--- src/rtl/gfx_pkg.sv ---
// Shared command format, opcodes and scheduler state encoding for the
// graphics command scheduler slice.
package gfx_pkg;

  localparam int unsigned GFX_WIDTH  = 640;
  localparam int unsigned GFX_HEIGHT = 480;

  localparam int unsigned CMD_W    = 51;
  localparam int unsigned ARG_LSB  = 0;
  localparam int unsigned BR_Y_LSB = 12;
  localparam int unsigned BR_X_LSB = 21;
  localparam int unsigned TL_Y_LSB = 31;
  localparam int unsigned TL_X_LSB = 40;
  localparam int unsigned OP_LSB   = 50;

  typedef enum logic {
    OP_FILL = 1'b0,
    OP_DRAW = 1'b1
  } gfx_op_e;

  typedef struct packed {
    gfx_op_e     opcode;
    logic [9:0]  tl_x;
    logic [8:0]  tl_y;
    logic [9:0]  br_x;
    logic [8:0]  br_y;
    logic [11:0] arg;
  } gfx_cmd_t;

  typedef enum logic [1:0] {
    ST_IDLE,
    ST_LOAD,
    ST_RUN,
    ST_RELEASE
  } sched_state_e;

  function automatic gfx_cmd_t unpack_cmd(input logic [CMD_W-1:0] raw);
    gfx_cmd_t c;
    c.opcode = gfx_op_e'(raw[OP_LSB]);
    c.tl_x   = raw[TL_X_LSB +: 10];
    c.tl_y   = raw[TL_Y_LSB +: 9];
    c.br_x   = raw[BR_X_LSB +: 10];
    c.br_y   = raw[BR_Y_LSB +: 9];
    c.arg    = raw[ARG_LSB +: 12];
    return c;
  endfunction

  function automatic logic [CMD_W-1:0] pack_cmd(input gfx_cmd_t c);
    logic [CMD_W-1:0] raw;
    raw                    = '0;
    raw[OP_LSB]            = c.opcode;
    raw[TL_X_LSB +: 10]    = c.tl_x;
    raw[TL_Y_LSB +: 9]     = c.tl_y;
    raw[BR_X_LSB +: 10]    = c.br_x;
    raw[BR_Y_LSB +: 9]     = c.br_y;
    raw[ARG_LSB +: 12]     = c.arg;
    return raw;
  endfunction

endpackage

--- src/rtl/gfx_cmd_fifo.sv ---
// Synchronous command FIFO; head word is always presented, the consumer
// registers it on the cycle it pops.
module gfx_cmd_fifo
  import gfx_pkg::*;
#(
  parameter int unsigned DEPTH = 4
) (
  input  logic                     clk,
  input  logic                     rst_n,
  input  logic                     push_i,
  input  logic [CMD_W-1:0]         wr_data_i,
  input  logic                     pop_i,
  output logic [CMD_W-1:0]         rd_data_o,
  output logic                     full_o,
  output logic                     empty_o,
  output logic [$clog2(DEPTH):0]   level_o
);

  localparam int unsigned AW = $clog2(DEPTH);

  logic [CMD_W-1:0] mem_q [DEPTH];
  logic [AW-1:0]    wr_ptr_q, rd_ptr_q;
  logic [AW:0]      level_q, level_d;
  logic             do_push, do_pop;

  // DEPTH is a power of two, so the level MSB alone marks full.
  assign full_o    = level_q[AW];
  assign empty_o   = (level_q == '0);
  assign level_o   = level_q;
  assign rd_data_o = mem_q[rd_ptr_q];

  assign do_push = push_i && !full_o;
  assign do_pop  = pop_i && !empty_o;

  always_comb begin
    level_d = level_q;
    case ({do_push, do_pop})
      2'b10:   level_d = level_q + 1'b1;
      2'b01:   level_d = level_q - 1'b1;
      default: level_d = level_q;
    endcase
  end

  always_ff @(posedge clk) begin
    if (do_push) begin
      mem_q[wr_ptr_q] <= wr_data_i;
    end
  end

  always_ff @(posedge clk) begin
    if (!rst_n) begin
      wr_ptr_q <= '0;
      rd_ptr_q <= '0;
      level_q  <= '0;
    end else begin
      if (do_push) wr_ptr_q <= wr_ptr_q + 1'b1;
      if (do_pop)  rd_ptr_q <= rd_ptr_q + 1'b1;
      level_q <= level_d;
    end
  end

endmodule

--- src/rtl/gfx_cmd_scheduler.sv ---
// Two-requester round-robin command scheduler that queues rectangle commands
// and sequences a single graphics_processor through en/finish handshakes.
module gfx_cmd_scheduler
  import gfx_pkg::*;
#(
  parameter int unsigned DEPTH  = 4,
  parameter int unsigned WIDTH  = GFX_WIDTH,
  parameter int unsigned HEIGHT = GFX_HEIGHT
) (
  input  logic                   clk,
  input  logic                   rst_n,
  input  logic [1:0]             req_valid,
  output logic [1:0]             req_ready,
  input  logic [2*CMD_W-1:0]     req_cmd,
  output logic                   gp_en,
  output logic                   gp_opcode,
  output logic [9:0]             gp_tl_x,
  output logic [8:0]             gp_tl_y,
  output logic [9:0]             gp_br_x,
  output logic [8:0]             gp_br_y,
  output logic [11:0]            gp_arg,
  input  logic                   gp_finish,
  output logic                   cmd_done,
  output logic                   cmd_drop,
  output logic                   busy,
  output logic [$clog2(DEPTH):0] fifo_level
);

  sched_state_e     state_q, state_d;
  logic             rr_q, rr_d;
  logic             grant;
  logic             push, pop;
  logic             fifo_full, fifo_empty;
  logic [CMD_W-1:0] push_data, head_data;
  gfx_cmd_t         cmd_q, cmd_d;
  logic             cmd_ok;
  logic             done_q, done_d;
  logic             drop_q, drop_d;

  // A lone requester always wins; on contention the rr pointer decides.
  always_comb begin
    grant = rr_q;
    if (req_valid == 2'b01)      grant = 1'b0;
    else if (req_valid == 2'b10) grant = 1'b1;
    req_ready = '0;
    if ((|req_valid) && !fifo_full) req_ready[grant] = 1'b1;
    push      = |(req_valid & req_ready);
    push_data = grant ? req_cmd[2*CMD_W-1:CMD_W] : req_cmd[CMD_W-1:0];
    rr_d      = push ? ~grant : rr_q;
  end

  gfx_cmd_fifo #(
    .DEPTH (DEPTH)
  ) u_fifo (
    .clk       (clk),
    .rst_n     (rst_n),
    .push_i    (push),
    .wr_data_i (push_data),
    .pop_i     (pop),
    .rd_data_o (head_data),
    .full_o    (fifo_full),
    .empty_o   (fifo_empty),
    .level_o   (fifo_level)
  );

  assign cmd_ok = (cmd_q.tl_x <= cmd_q.br_x) &&
                  (cmd_q.tl_y <= cmd_q.br_y) &&
                  (32'(cmd_q.br_x) < WIDTH)  &&
                  (32'(cmd_q.br_y) < HEIGHT);

  always_ff @(posedge clk) begin
    if (!rst_n) state_q <= ST_IDLE;
    else        state_q <= state_d;
  end

  always_comb begin
    state_d = state_q;
    case (state_q)
      ST_IDLE:    if (!fifo_empty) state_d = ST_LOAD;
      ST_LOAD:    state_d = cmd_ok ? ST_RUN : ST_IDLE;
      ST_RUN:     if (gp_finish) state_d = ST_RELEASE;
      ST_RELEASE: state_d = ST_IDLE;
      default:    state_d = ST_IDLE;
    endcase
  end

  // gp_en comes purely from registered state and fields, so it rises in LOAD
  // for a good command and stays high through the finish cycle.
  always_comb begin
    pop    = 1'b0;
    gp_en  = 1'b0;
    done_d = 1'b0;
    drop_d = 1'b0;
    cmd_d  = cmd_q;
    case (state_q)
      ST_IDLE: begin
        if (!fifo_empty) begin
          pop   = 1'b1;
          cmd_d = unpack_cmd(head_data);
        end
      end
      ST_LOAD: begin
        gp_en  = cmd_ok;
        drop_d = !cmd_ok;
      end
      ST_RUN: begin
        gp_en  = 1'b1;
        done_d = gp_finish;
      end
      default: ;
    endcase
  end

  always_ff @(posedge clk) begin
    if (!rst_n) begin
      rr_q   <= 1'b0;
      cmd_q  <= '0;
      done_q <= 1'b0;
      drop_q <= 1'b0;
    end else begin
      rr_q   <= rr_d;
      cmd_q  <= cmd_d;
      done_q <= done_d;
      drop_q <= drop_d;
    end
  end

  assign gp_opcode = cmd_q.opcode;
  assign gp_tl_x   = cmd_q.tl_x;
  assign gp_tl_y   = cmd_q.tl_y;
  assign gp_br_x   = cmd_q.br_x;
  assign gp_br_y   = cmd_q.br_y;
  assign gp_arg    = cmd_q.arg;
  assign cmd_done  = done_q;
  assign cmd_drop  = drop_q;
  assign busy      = !fifo_empty || (state_q != ST_IDLE);

endmodule

--- config.mk ---
export PLATFORM = sky130hd
export DESIGN_NAME = gfx_cmd_scheduler
export DESIGN_NICKNAME = d
export VERILOG_FILES = /design/src/rtl/gfx_pkg.sv /design/src/rtl/gfx_cmd_fifo.sv /design/src/rtl/gfx_cmd_scheduler.sv
export SDC_FILE = /design/constraint.sdc
export NUM_CORES = 1
export LEC_CHECK = 0
export CAP_MARGIN = 10
export CORE_ASPECT_RATIO = 0.8
export CORE_MARGIN = 2
export CORE_UTILIZATION = 61
export CTS_BUF_LIST = sky130_fd_sc_hd__clkbuf_2
export DETAILED_ROUTE_END_ITERATION = 10
export PLACE_DENSITY = 0.89
export SYNTH_ARGS = -nofsm -noshare
export SYNTH_HDL_FRONTEND = slang
export SYNTH_SLANG_ARGS = --single-unit
--- constraint.sdc ---
create_clock -name clk -period 4.29 [get_ports clk]
set_clock_uncertainty 0.1 [all_clocks]
set_input_delay 1.0725 -clock clk [delete_from_list [all_inputs] [get_ports clk]]
set_output_delay 1.0725 -clock clk [all_outputs]
set_load 0.01 [all_outputs]
# After elaboration in Yosys (flattened, before gate mapping)
# Memories as Yosys holds them, arrays and structs flattened. A register that Yosys moved wholly into a read port is not among the register bits.
# Index checks and enable logic that the tools add are counted.
# op_classes
order_cmp	6
add_sub_neg	4
n_mux	16
multipliers	0
div_mod_pow	0
eq_ne	9
n_reduce_logical	22
bitwise	3
n_shift	0
# op_table
operator	count
$mux 51	1
$le 10x10->1	1
$lt 10x10->1 const B	1
$le 9x9->1	1
$lt 9x9->1 const B	1
$eq 2x2->1 const B	4
$mux 2	4
$pmux 2 s4	1
$reduce_and 2->1	4
$logic_and 1x1->1	7
$mux 1	7
$eq 2x1->1 const B	3
$pmux 3 s2	1
$add 2x1->2 const B	2
$logic_not 1->1	4
$ne 2x2->1 const B	2
$reduce_bool 2->1	2
$reduce_or 2->1	2
$add 3x1->3 const B	1
$logic_not 3->1	1
$sub 3x1->3 const B	1
$and 2x2->2	1
$logic_not 2->1	1
$lt 1x2->1 const B	1
5 further kinds	6
# totals
elab_cells	68
mem_count	1
mem_bits_ro	0
reg_bits	12
ram_bits	204
latch_bits	0
inputBits	107
# mem_list
memory	depth	word_bits	read_ports	rd_ports_with_merged_regs	write_ports	line	rtl
u_fifo.mem_q	4	51	1	1	1	gfx_cmd_fifo.sv:21	logic [CMD_W-1:0] mem_q [DEPTH];

# Logic depth before layout (Yosys ltp)
# Gate-level depths: netlist of the first run.
# depth
word_depth	13
depth_mapped	12

# Modules after synthesis
# Synthesis of the first run repeated with hierarchy kept, for this count alone.
# hier_totals
cells_unflattened	704
area_unflattened_um2	11078.1
# modules_own_cells
mod	cells_each	instances	area_per_inst_um2
gfx_cmd_fifo	318	1	7898.8
gfx_cmd_scheduler	386	1	3179.3

# Least setup slack after synthesis of the first run
# No wires, ideal clock.
# synth_timing
kind	input-to-reg
from	input req_valid[1]
to	memory u_fifo.mem_q[0][0] (enable)
t_arrival_ns	2.672
required_ns	3.776
stages	3
setup_time_ns	0.414
n_path_buf	0
setup_slack_ns	1.104
path_cell_list	nor2_1 nor2_1 and2_1
# synth_between
elab_chain_cells	13
# synth_rtl
element	line	rtl
from (decl)	gfx_cmd_scheduler.sv:12	input logic [1:0] req_valid,
$eq 2x2->1	gfx_cmd_scheduler.sv:44	else if (req_valid == 2'b10) grant = 1'b1;
$mux 1	gfx_cmd_scheduler.sv:44	
$mux 1	gfx_cmd_scheduler.sv:43	if (req_valid == 2'b01) grant = 1'b0;
$lt 1x2->1 (implied by the code) or $ge 1x1->1 (tied branches)	gfx_cmd_scheduler.sv:46	if ((|req_valid) && !fifo_full) req_ready[grant] = 1'b1;
$logic_and 1x1->1 (implied by the code)	gfx_cmd_scheduler.sv:46	
$mux 1 (implied by the code)	gfx_cmd_scheduler.sv:46	
$demux 1 s1	gfx_cmd_scheduler.sv:46	
$mux 2	gfx_cmd_scheduler.sv:46	
$and 2x2->2 *	gfx_cmd_scheduler.sv:47	push = |(req_valid & req_ready);
$reduce_or 2->1 *	gfx_cmd_scheduler.sv:47	
$logic_and 1x1->1 *	gfx_cmd_fifo.sv:32	assign do_push = push_i && !full_o;
$mux 1 *	gfx_cmd_fifo.sv:45	if (do_push) begin
$mux 1 (implied by the code) *	gfx_cmd_fifo.sv:46	mem_q[wr_ptr_q] <= wr_data_i;
to (decl)	gfx_cmd_fifo.sv:21	
# Mark *: on every way between the ends. The rest lies on a longest branch, timed or not.

# Worst setup path after layout of the first run
# layout_timing
from	register cmd_q (netlist bit gp_br_x[4])
to	output gp_en
# layout_between
elab_chain_cells	5
# layout_rtl
element	line	rtl
from (decl)	gfx_cmd_scheduler.sv:35	gfx_cmd_t cmd_q, cmd_d;
from (signal assigned)	gfx_cmd_scheduler.sv:122	cmd_q <= cmd_d;
$le 10x10->1	gfx_cmd_scheduler.sv:66	assign cmd_ok = (cmd_q.tl_x <= cmd_q.br_x) &&
$logic_and 1x1->1	gfx_cmd_scheduler.sv:66	
$logic_and 1x1->1 *	gfx_cmd_scheduler.sv:67	(cmd_q.tl_y <= cmd_q.br_y) &&
$logic_and 1x1->1 *	gfx_cmd_scheduler.sv:68	(32'(cmd_q.br_x) < WIDTH) &&
$pmux 1 s2 *	gfx_cmd_scheduler.sv:95	case (state_q)
to (decl)	gfx_cmd_scheduler.sv:15	output logic gp_en,
# Marked as above.

==> results of run 1 <==
[cell type report]
type,count,area (µm²)
flip-flops and latches,267,7390
fillers,1036,4430
multi-input cells,363,3540
repair buffers,180,1760
clock buffers,93,465
well taps,230,288
inverters,34,129
clock inverters,20,108
diodes,1,2.50
[worst max-delay path: stages (launching register included)]
cell           delay (ns)
dfxtp_1              0.38
inv_1                0.09
ha_1                 0.30
nand4_1              0.14
a211oi_1             0.39
a2111oi_4            0.10
o211ai_1             0.26
a21boi_1             0.11
dlygate4sd2_1        0.30
[through the flow]
step                      utilization  setup TNS (ns)  setup slack [ns]  std cells
after global placement          0.722               0             0.527       1073
after floorplan                     -               0              1.10        701
after detailed placement        0.722               0             0.511       1073
after CTS                       0.755               0             0.137       1186
final                           0.756               0             0.225       1188
after global routing            0.756        -0.00632          -0.00632       1188
[power groups by stage]
stage	logic [mW]	registers, mW	clock network [mW]
finish	3.43	4.18	1.58
global route	3.72	4.27	1.76
global placement	3.20	4.16	0
floorplan	2.12	4.11	0
detailed placement	3.35	4.25	0
CTS	3.40	4.18	1.63
[worst min-delay path by stage]
stage / from / end / slack, ns / cells past startpoint
CTS: gp_arg[5] / gp_arg[5] / 0.37 / 2
floorplan: flop / flop / 0.35 / 2
global route: gp_arg[5] / gp_arg[5] / 0.40 / 2
global placement: gp_arg[0] / gp_arg[0] / 0.34 / 2
detailed placement: gp_arg[5] / gp_arg[5] / 0.36 / 2
finish: gp_arg[5] / gp_arg[5] / 0.36 / 2
[flip-flops by register name, summed over array words and instances (netlist names), 2 cells and up, named ones only]
signal and count:
gp_arg 12, gp_br_x 10, gp_br_y 9, gp_tl_x 10
gp_tl_y 9, u_fifo.level_o 3, u_fifo.mem_q 204, u_fifo.rd_ptr_q 2
u_fifo.wr_ptr_q 2
[kinds of logic after synthesis]
group                      count (synthesis)  share of synthesized area
adders and majority gates                 30                     0.0338
AOI/OAI and AO/OA                         77                     0.0489
buffers and inverters                     71                     0.0336
DFF                                      267                      0.655
xor gates and xnor gates                   5                    0.00388
muxes                                    102                      0.169
and+or+nand+nor                          149                     0.0559
[cell usage in the layout, fill, tap and decap left out, types with 5 or more instances in the layout]
master,synthesis,routed
buf_4,2,14
a21oi_1,7,7
dfxtp_1,63,61
ha_1,28,28
a21boi_1,9,9
nand2_1,112,112
and2_1,10,6
clkbuf_2,0,93
inv_1,33,33
a21boi_0,46,46
o21ai_0,6,6
nor2_1,8,8
edfxtp_1,204,204
nand3_1,5,5
clkdlybuf4s50_1,0,164
mux2_4,48,48
clkinv_1,0,15
mux4_2,51,51
[per-layer routing]
layer,vias up,part of all wire,wire length [µm]
met5,-,0,0
met2,324,0.50,11900
met1,3371,0.40,9610
met3,31,0.082,1950
met4,0,0.015,355
li1,3065,-,-
[repair_timing]
action	in CTS	in global routing
cloned	0	0
buffers inserted	0	1
setup endpoints to repair	1	1
gates resized for setup	2	1
pin swaps	3	3
==> reports/metrics.yaml, run 1 <==
status: "finished, final reports clean"
p_total_mw: 9.20
crit_path_end: "gp_en"
die_w_um: 156
crit_start: "gp_br_x[4]"
grt_pass1_wl_mm: 37.7
fin_crit_ns: 4.07
grt_max_degree: 65
power_switching_mw: 3.23
grt_pass1_vias: 7176
drive_gt1_frac: 0.236
synth_nets: 837
regToRegEndpoint: "u_fifo.level_o[2]"
firstDrtPassIters: 5
cts-root-buf: "clkbuf_2"
vias: 6791
rows: 44
crit_fanout: 3
slew_headroom: 0.268
path_class: "flop to primary output"
syn_avg_cell_area_um2: 16.1
synthesis.area_um2: 11300
met2_usage: 0.417
routedWlPerCell_um: 20.0
yosysMostFrequentCell: "edfxtp_1"
leakage_nw: 4.89
crit_path_end_kind: "primary output"
synthArstFlopShare: 0
cp.required_ns: 3.12
fp.dieArea_um2: 19600
r2r-start: "state_q[0]"
gp_congestion: 0.845
ys.warnings.count: 0
ys_types: 39
synth_area_leaders: "edfxtp_1 54%, dfxtp_1 11%, mux4_2 10%, mux2_4 6.4%, nand2_1 3.7%"
yosys.area.top_type: "edfxtp_1"
io_pins: 167
initial_utilization: 0.623
synth_edf_count: 204
grt.busiest_layer: "met2"
htreeDepth: 2
whs_ns: 0.365
reg2reg_slack_ns: 1.28
hold_path.class: "flop to flop"
reg2regPathDepth: 10
overflow: 0
period_share: 0.948
dp_hpwl_mm: 15.9
p_seq_frac: 0.455
comb_power_share: 0.373
max_freq_mhz: 246
clockBufferDepth: 3
worst_setup_path_start_kind: "flop"
maxSlewViolCount: 0
worstPathArrival_ns: 2.89
sw_frac_of_total: 0.352
insertion_delay_ns: 0.83
netlist.area_leader.share: 0.543
worstMarginPinSlew_ns: 1.10
cts_tree: "built"
viasPerCell: 5.72
hold_viol_final: 0
netlist_top_cells_count: "204 x edfxtp_1, 112 x nand2_1, 63 x dfxtp_1, 51 x mux4_2, 48 x mux2_4"
place_area_um2: 13100
nNetsFinal: 1042
clk_pin_slew_ns: 0.11
synthCells: 701
ctsHoldBuffers: 0
power.density_nw_per_um2: 672
drt_first_iter_violations: 448
portBuffers: 166
cts.sinks: 267
ys.flop_type: "edfxtp_1"
core_um2: 18100
antenna_found_initial: 1
area_growth_pct: 21.4
wl_mm: 23.8
grtUsageMet3: 0.0496
cts_buffers: 60
p_int_mw: 5.96
drv_cap: 0
vdd_drop_max_mv: 0.555
met1_usage: 0.334
final_area_um2: 13700
grtUsageTotal: 0.249
setup_violations: 0
ys_ff_latch: 267
drtAntennaViolNets: 0
die_h_um: 126
yosysSeqAreaShare: 0.655
drc: 0
clkPwrFrac: 0.172
Power figures use the tool's default switching activity.
==> run 2, diff against run 1 <==
- SETUP_SLACK_MARGIN: not set -> 0.05
- SKIP_LAST_GASP: not set -> 1
==> reports/metrics.yaml, run 2 (synthesized netlist as in run 1, its figures left out) <==
cpPeakStageDelay_ns: 0.43
grt_pass1_vias: 7176
viasPerCell: 5.72
hold_viol_final: 0
overflow: 0
comb_power_share: 0.373
drive_gt1_frac: 0.237
vdd_drop_max_mv: 0.555
area_growth_pct: 21.3
grt_max_degree: 65
leakage_nw: 4.89
whs_ns: 0.364
max_freq_mhz: 255
hp-start: "gp_arg[5]"
cts_tree: "built"
fill_cells: 1037
drt_first_iter_violations: 430
cts.sinks: 267
initial_utilization: 0.623
worst_setup_path_start_kind: "flop"
met1_usage: 0.334
die_w_um: 156
maxSlewViolCount: 0
cts_buffers: 60
vias: 6800
clockBufferDepth: 3
ctsHoldBuffers: 0
power.density_nw_per_um2: 672
drtAntennaViolNets: 0
crit_fanout: 4
crit_slowest_cell: "a2111oi_4"
tns_ns: 0
drc: 0
routedWlPerCell_um: 20.1
whs_endpoint: "gp_arg[5]"
worstMarginPinSlew_ns: 1.10
clk_pin_slew_ns: 0.11
regToRegEndpoint: "u_fifo.level_o[2]"
p_int_mw: 5.96
insertion_delay_ns: 0.83
crit_path_cell_trace: "inv_1 > ha_1 > nand4_1 > inv_1 > a2111oi_4 > o211ai_1 > a21boi_1 > clkbuf_2"
gp_congestion: 0.845
grt.busiest_layer: "met2"
cpMostUsedCell: "inv_1"
period_share: 0.915
crit_buf_inv: 3
mostFrequentLayoutCells: "204 x edfxtp_1, 164 x clkdlybuf4s50_1, 112 x nand2_1, 94 x clkbuf_2, 61 x dfxtp_1"
setup_violations: 0
worstPathArrival_ns: 2.75
nNetsFinal: 1042
path_class: "flop to primary output"
reg2reg_slack_ns: 1.28
drv_cap: 0
largest_reg_flops: 204
fp.dieArea_um2: 19600
final-instance-count-excl-fill: 1188
wl_mm: 23.8
met2_usage: 0.417
grt_pass1_wl_mm: 37.7
die_h_um: 126
slew_headroom: 0.269
r2r-start: "state_q[0]"
io_pins: 167
status: "finished, final reports clean"
power_switching_mw: 3.24
p_seq_frac: 0.455
antenna_found_initial: 1
min_path_cells: 2
core_um2: 18100
rsz0062_at_grt: "false"
sw_frac_of_total: 0.352
cts-root-buf: "clkbuf_2"
rows: 44
crit_path_end_kind: "primary output"
firstDrtPassIters: 4
grtUsageTotal: 0.249
clkPwrFrac: 0.172
fin_crit_ns: 3.93
reg2regPathDepth: 10
portBuffers: 166
dp_hpwl_mm: 15.9
cp.required_ns: 3.12
hold_path.class: "flop to flop"
regMostFlops: "u_fifo.mem_q"
layout_commonest_cell: "edfxtp_1"
cpLargestDelayFamily: "compound AO/OA/AOI/OAI gates"
htreeDepth: 2
grtUsageMet3: 0.0496
dp.cells: 1073
[run 2: cell count changes in the layout (fill, tap and decap cells not counted)]
| cell | previous run | this run |
|---|---|---|
| clkbuf_2 | 93 | 94 |
| dlygate4sd2_1 | 1 | 0 |
[run 2: through the flow]
stage          worst slack (ns)  instance area (µm²)   util  total power [mW]
4_1_cts                   0.137                13700  0.755              9.21
2_1_floorplan              1.10                11300      -              6.24
3_3_place_gp              0.527                13100  0.722              7.37
6_report                  0.365                13700  0.755              9.20
5_1_grt                   0.132                13700  0.755              9.74
3_5_place_dp              0.511                13100  0.722              7.59
[run 2: worst max path at each step]
stage / start / slack [ns] / depth (start not counted) / to
2_1_floorplan: req_valid[1] / 1.10 / 3 / u_fifo.mem_q[0][0]
3_3_place_gp: req_valid[0] / 0.53 / 5 / req_ready[1]
3_5_place_dp: req_valid[0] / 0.51 / 5 / req_ready[1]
4_1_cts: gp_br_y[2] / 0.14 / 8 / gp_en
5_1_grt: gp_br_x[5] / 0.13 / 8 / gp_en
6_report: gp_br_x[8] / 0.36 / 8 / gp_en
[run 2: routing by layer]
metal  routed length, µm  up-vias
li1                    -     3063
met3                1980       35
met2               11900      315
met1                9600     3387
met4                 386        0
met5                   0        -
[run 2: worst register-to-register path, stage by stage, from the launching register on]
cell and delay [ns]:
dfxtp_1 0.41, inv_1 0.11, ha_1 0.23, nand2b_2 0.09, clkinv_2 0.65, ha_1 0.56
inv_1 0.08, fa_1 0.18, xor2_1 0.07, or3_1 0.30, a21boi_0 0.17
[run 2: power groups by stage]
stage | Clock [mW] | Combinational [mW] | Sequential, mW
3_5_place_dp | 0 | 3.35 | 4.25
3_3_place_gp | 0 | 3.20 | 4.16
4_1_cts | 1.63 | 3.40 | 4.18
6_report | 1.58 | 3.44 | 4.18
5_1_grt | 1.76 | 3.72 | 4.27
2_1_floorplan | 0 | 2.12 | 4.11
[run 2: timing repair]
action | 4_1_cts | 5_1_grt
buffers inserted | 0 | 1
pin swaps | 3 | 3
setup endpoints to repair | 1 | 1
resized for setup | 2 | 3
[run 2: final cells by class]
| class | count | area (µm²) | area share |
|---|---|---|---|
| well taps | 230 | 288 | 0.0210 |
| flip-flops and latches | 267 | 7390 | 0.540 |
| clock buffers | 93 | 465 | 0.0340 |
| clock inverters | 20 | 108 | 0.00786 |
| inverters | 34 | 129 | 0.00942 |
| repair buffers | 180 | 1760 | 0.128 |
| multi-input cells | 363 | 3540 | 0.259 |
| diodes | 1 | 2.50 | 0.000183 |
==> run 3, diff against run 2 <==
- SLEW_MARGIN: not set -> 20
==> reports/metrics.yaml, run 3 (synthesized netlist as in run 1, its figures left out) <==
drive_gt1_frac: 0.238
drc: 0
drtAntennaViolNets: 0
slew_headroom: 0.307
die_h_um: 126
area_growth_pct: 21.6
worstMarginPinSlew_ns: 1.04
grtUsageTotal: 0.249
whs_ns: 0.365
clockBufferDepth: 3
ctsHoldBuffers: 0
rows: 44
io_pins: 167
crit_fanout: 3
sw_frac_of_total: 0.353
grt_pass1_wl_mm: 37.7
power_switching_mw: 3.27
clkPwrFrac: 0.173
fin_crit_ns: 3.94
reg2reg_slack_ns: 1.29
regMostFlops: "u_fifo.mem_q"
initial_utilization: 0.623
p_seq_frac: 0.447
crit_start: "gp_br_x[4]"
reg2regPathDepth: 10
worst_setup_path_start_kind: "flop"
p_int_mw: 5.98
crit_cells: 8
gp_congestion: 0.845
fp.dieArea_um2: 19600
grt_pass1_vias: 7176
crit_buf_inv: 2
cts-root-buf: "clkbuf_2"
portBuffers: 166
crit_path_cell_trace: "inv_1 > ha_1 > nand4_1 > a211oi_1 > a2111oi_4 > o211ai_1 > a21boi_1 > clkbuf_2"
vdd_drop_max_mv: 0.553
clk_pin_slew_ns: 0.11
cpPeakStageDelay_ns: 0.39
status: "finished, final reports clean"
hold_path.class: "flop to flop"
core_um2: 18100
comb_power_share: 0.380
dp_hpwl_mm: 15.9
insertion_delay_ns: 0.84
viasPerCell: 5.76
setup_violations: 0
vias: 6846
cp.required_ns: 3.12
cpLargestDelayFamily: "compound AO/OA/AOI/OAI gates"
period_share: 0.919
fin_util: 0.757
regToRegEndpoint: "u_fifo.level_o[2]"
p_total_mw: 9.25
tns_ns: 0
cts_tree: "built"
die_w_um: 156
nNetsFinal: 1043
crit_slowest_cell: "dfxtp_1"
r2r-start: "state_q[0]"
wl_mm: 24.3
overflow: 0
antenna_found_initial: 1
grt_max_degree: 65
crit_path_end_kind: "primary output"
firstDrtPassIters: 5
crit_path_end: "gp_en"
drt_first_iter_violations: 458
leakage_nw: 4.90
rsz0062_at_grt: "false"
worstPathArrival_ns: 2.77
fill_cells: 1033
maxSlewViolCount: 0
routedWlPerCell_um: 20.4
cts_buffers: 60
path_class: "flop to primary output"
power.density_nw_per_um2: 674
mostFrequentLayoutCells: "204 x edfxtp_1, 164 x clkdlybuf4s50_1, 112 x nand2_1, 94 x clkbuf_2, 61 x dfxtp_1"
htreeDepth: 2
largest_reg_flops: 204
layout_commonest_cell: "edfxtp_1"
drv_cap: 0
cts.sinks: 267
max_freq_mhz: 254
hold_viol_final: 0
-- run 3: changes by cell type in the layout (fill, tap and decap cells not counted) --
| cell | before | now |
|---|---|---|
| buf_16 | 0 | 1 |
| buf_2 | 1 | 0 |
| buf_4 | 14 | 15 |
-- run 3: repair_timing --
| action | in CTS | in global routing |
|---|---|---|
| gates resized for setup | 2 | 3 |
| pin swaps | 3 | 3 |
| endpoints found under the setup margin | 1 | 1 |
| setup buffers | 0 | 1 |
| hold endpoints to repair | 0 | 0 |
-- run 3: through the flow --
| step | std cells | setup WS (ns) | area (µm²) |
|---|---|---|---|
| after floorplan | 701 | 1.10 | 11300 |
| after global placement | 1073 | 0.527 | 13100 |
| after global routing | 1189 | 0.132 | 13700 |
| after CTS | 1186 | 0.137 | 13700 |
| final | 1189 | 0.347 | 13700 |
| after detailed placement | 1073 | 0.511 | 13100 |
-- run 3: power groups by stage --
stage	logic (mW)	registers, mW	clock network, mW
floorplan	2.12	4.11	0
global placement	3.20	4.16	0
detailed placement	3.35	4.25	0
CTS	3.40	4.18	1.63
global route	3.81	4.21	1.76
finish	3.51	4.14	1.60
-- run 3: cell type report --
cell class,instances,area (µm²),share of cell area
multi-input cells,363,3540,0.258
inverters,34,129,0.00940
clock buffers,93,465,0.0339
well taps,230,288,0.0210
repair buffers,181,1790,0.130
diodes,1,2.50,0.000182
clock inverters,20,108,0.00785
flip-flops and latches,267,7390,0.539
-- run 3: worst min-delay path, stage by stage (launching register included) --
cell and delay, ns:
dfxtp_1 0.32, nand2_1 0.05, a21boi_1 0.05
-- run 3: worst min-delay path by stage --
stage               cells past startpoint  slack [ns]      start   endpoint
floorplan                               2        0.35       flop       flop
global placement                        2        0.34  gp_arg[0]  gp_arg[0]
detailed placement                      2        0.36  gp_arg[5]  gp_arg[5]
CTS                                     2        0.37  gp_arg[5]  gp_arg[5]
global route                            2        0.40  gp_arg[5]  gp_arg[5]
finish                                  2        0.36  gp_arg[5]  gp_arg[5]
-- run 3: routing by layer --
metal  global-route usage  share of wire
met3               0.0496          0.077
met4               0.0793          0.018
met5                    0              0
met2                0.417           0.50
met1                0.334           0.41
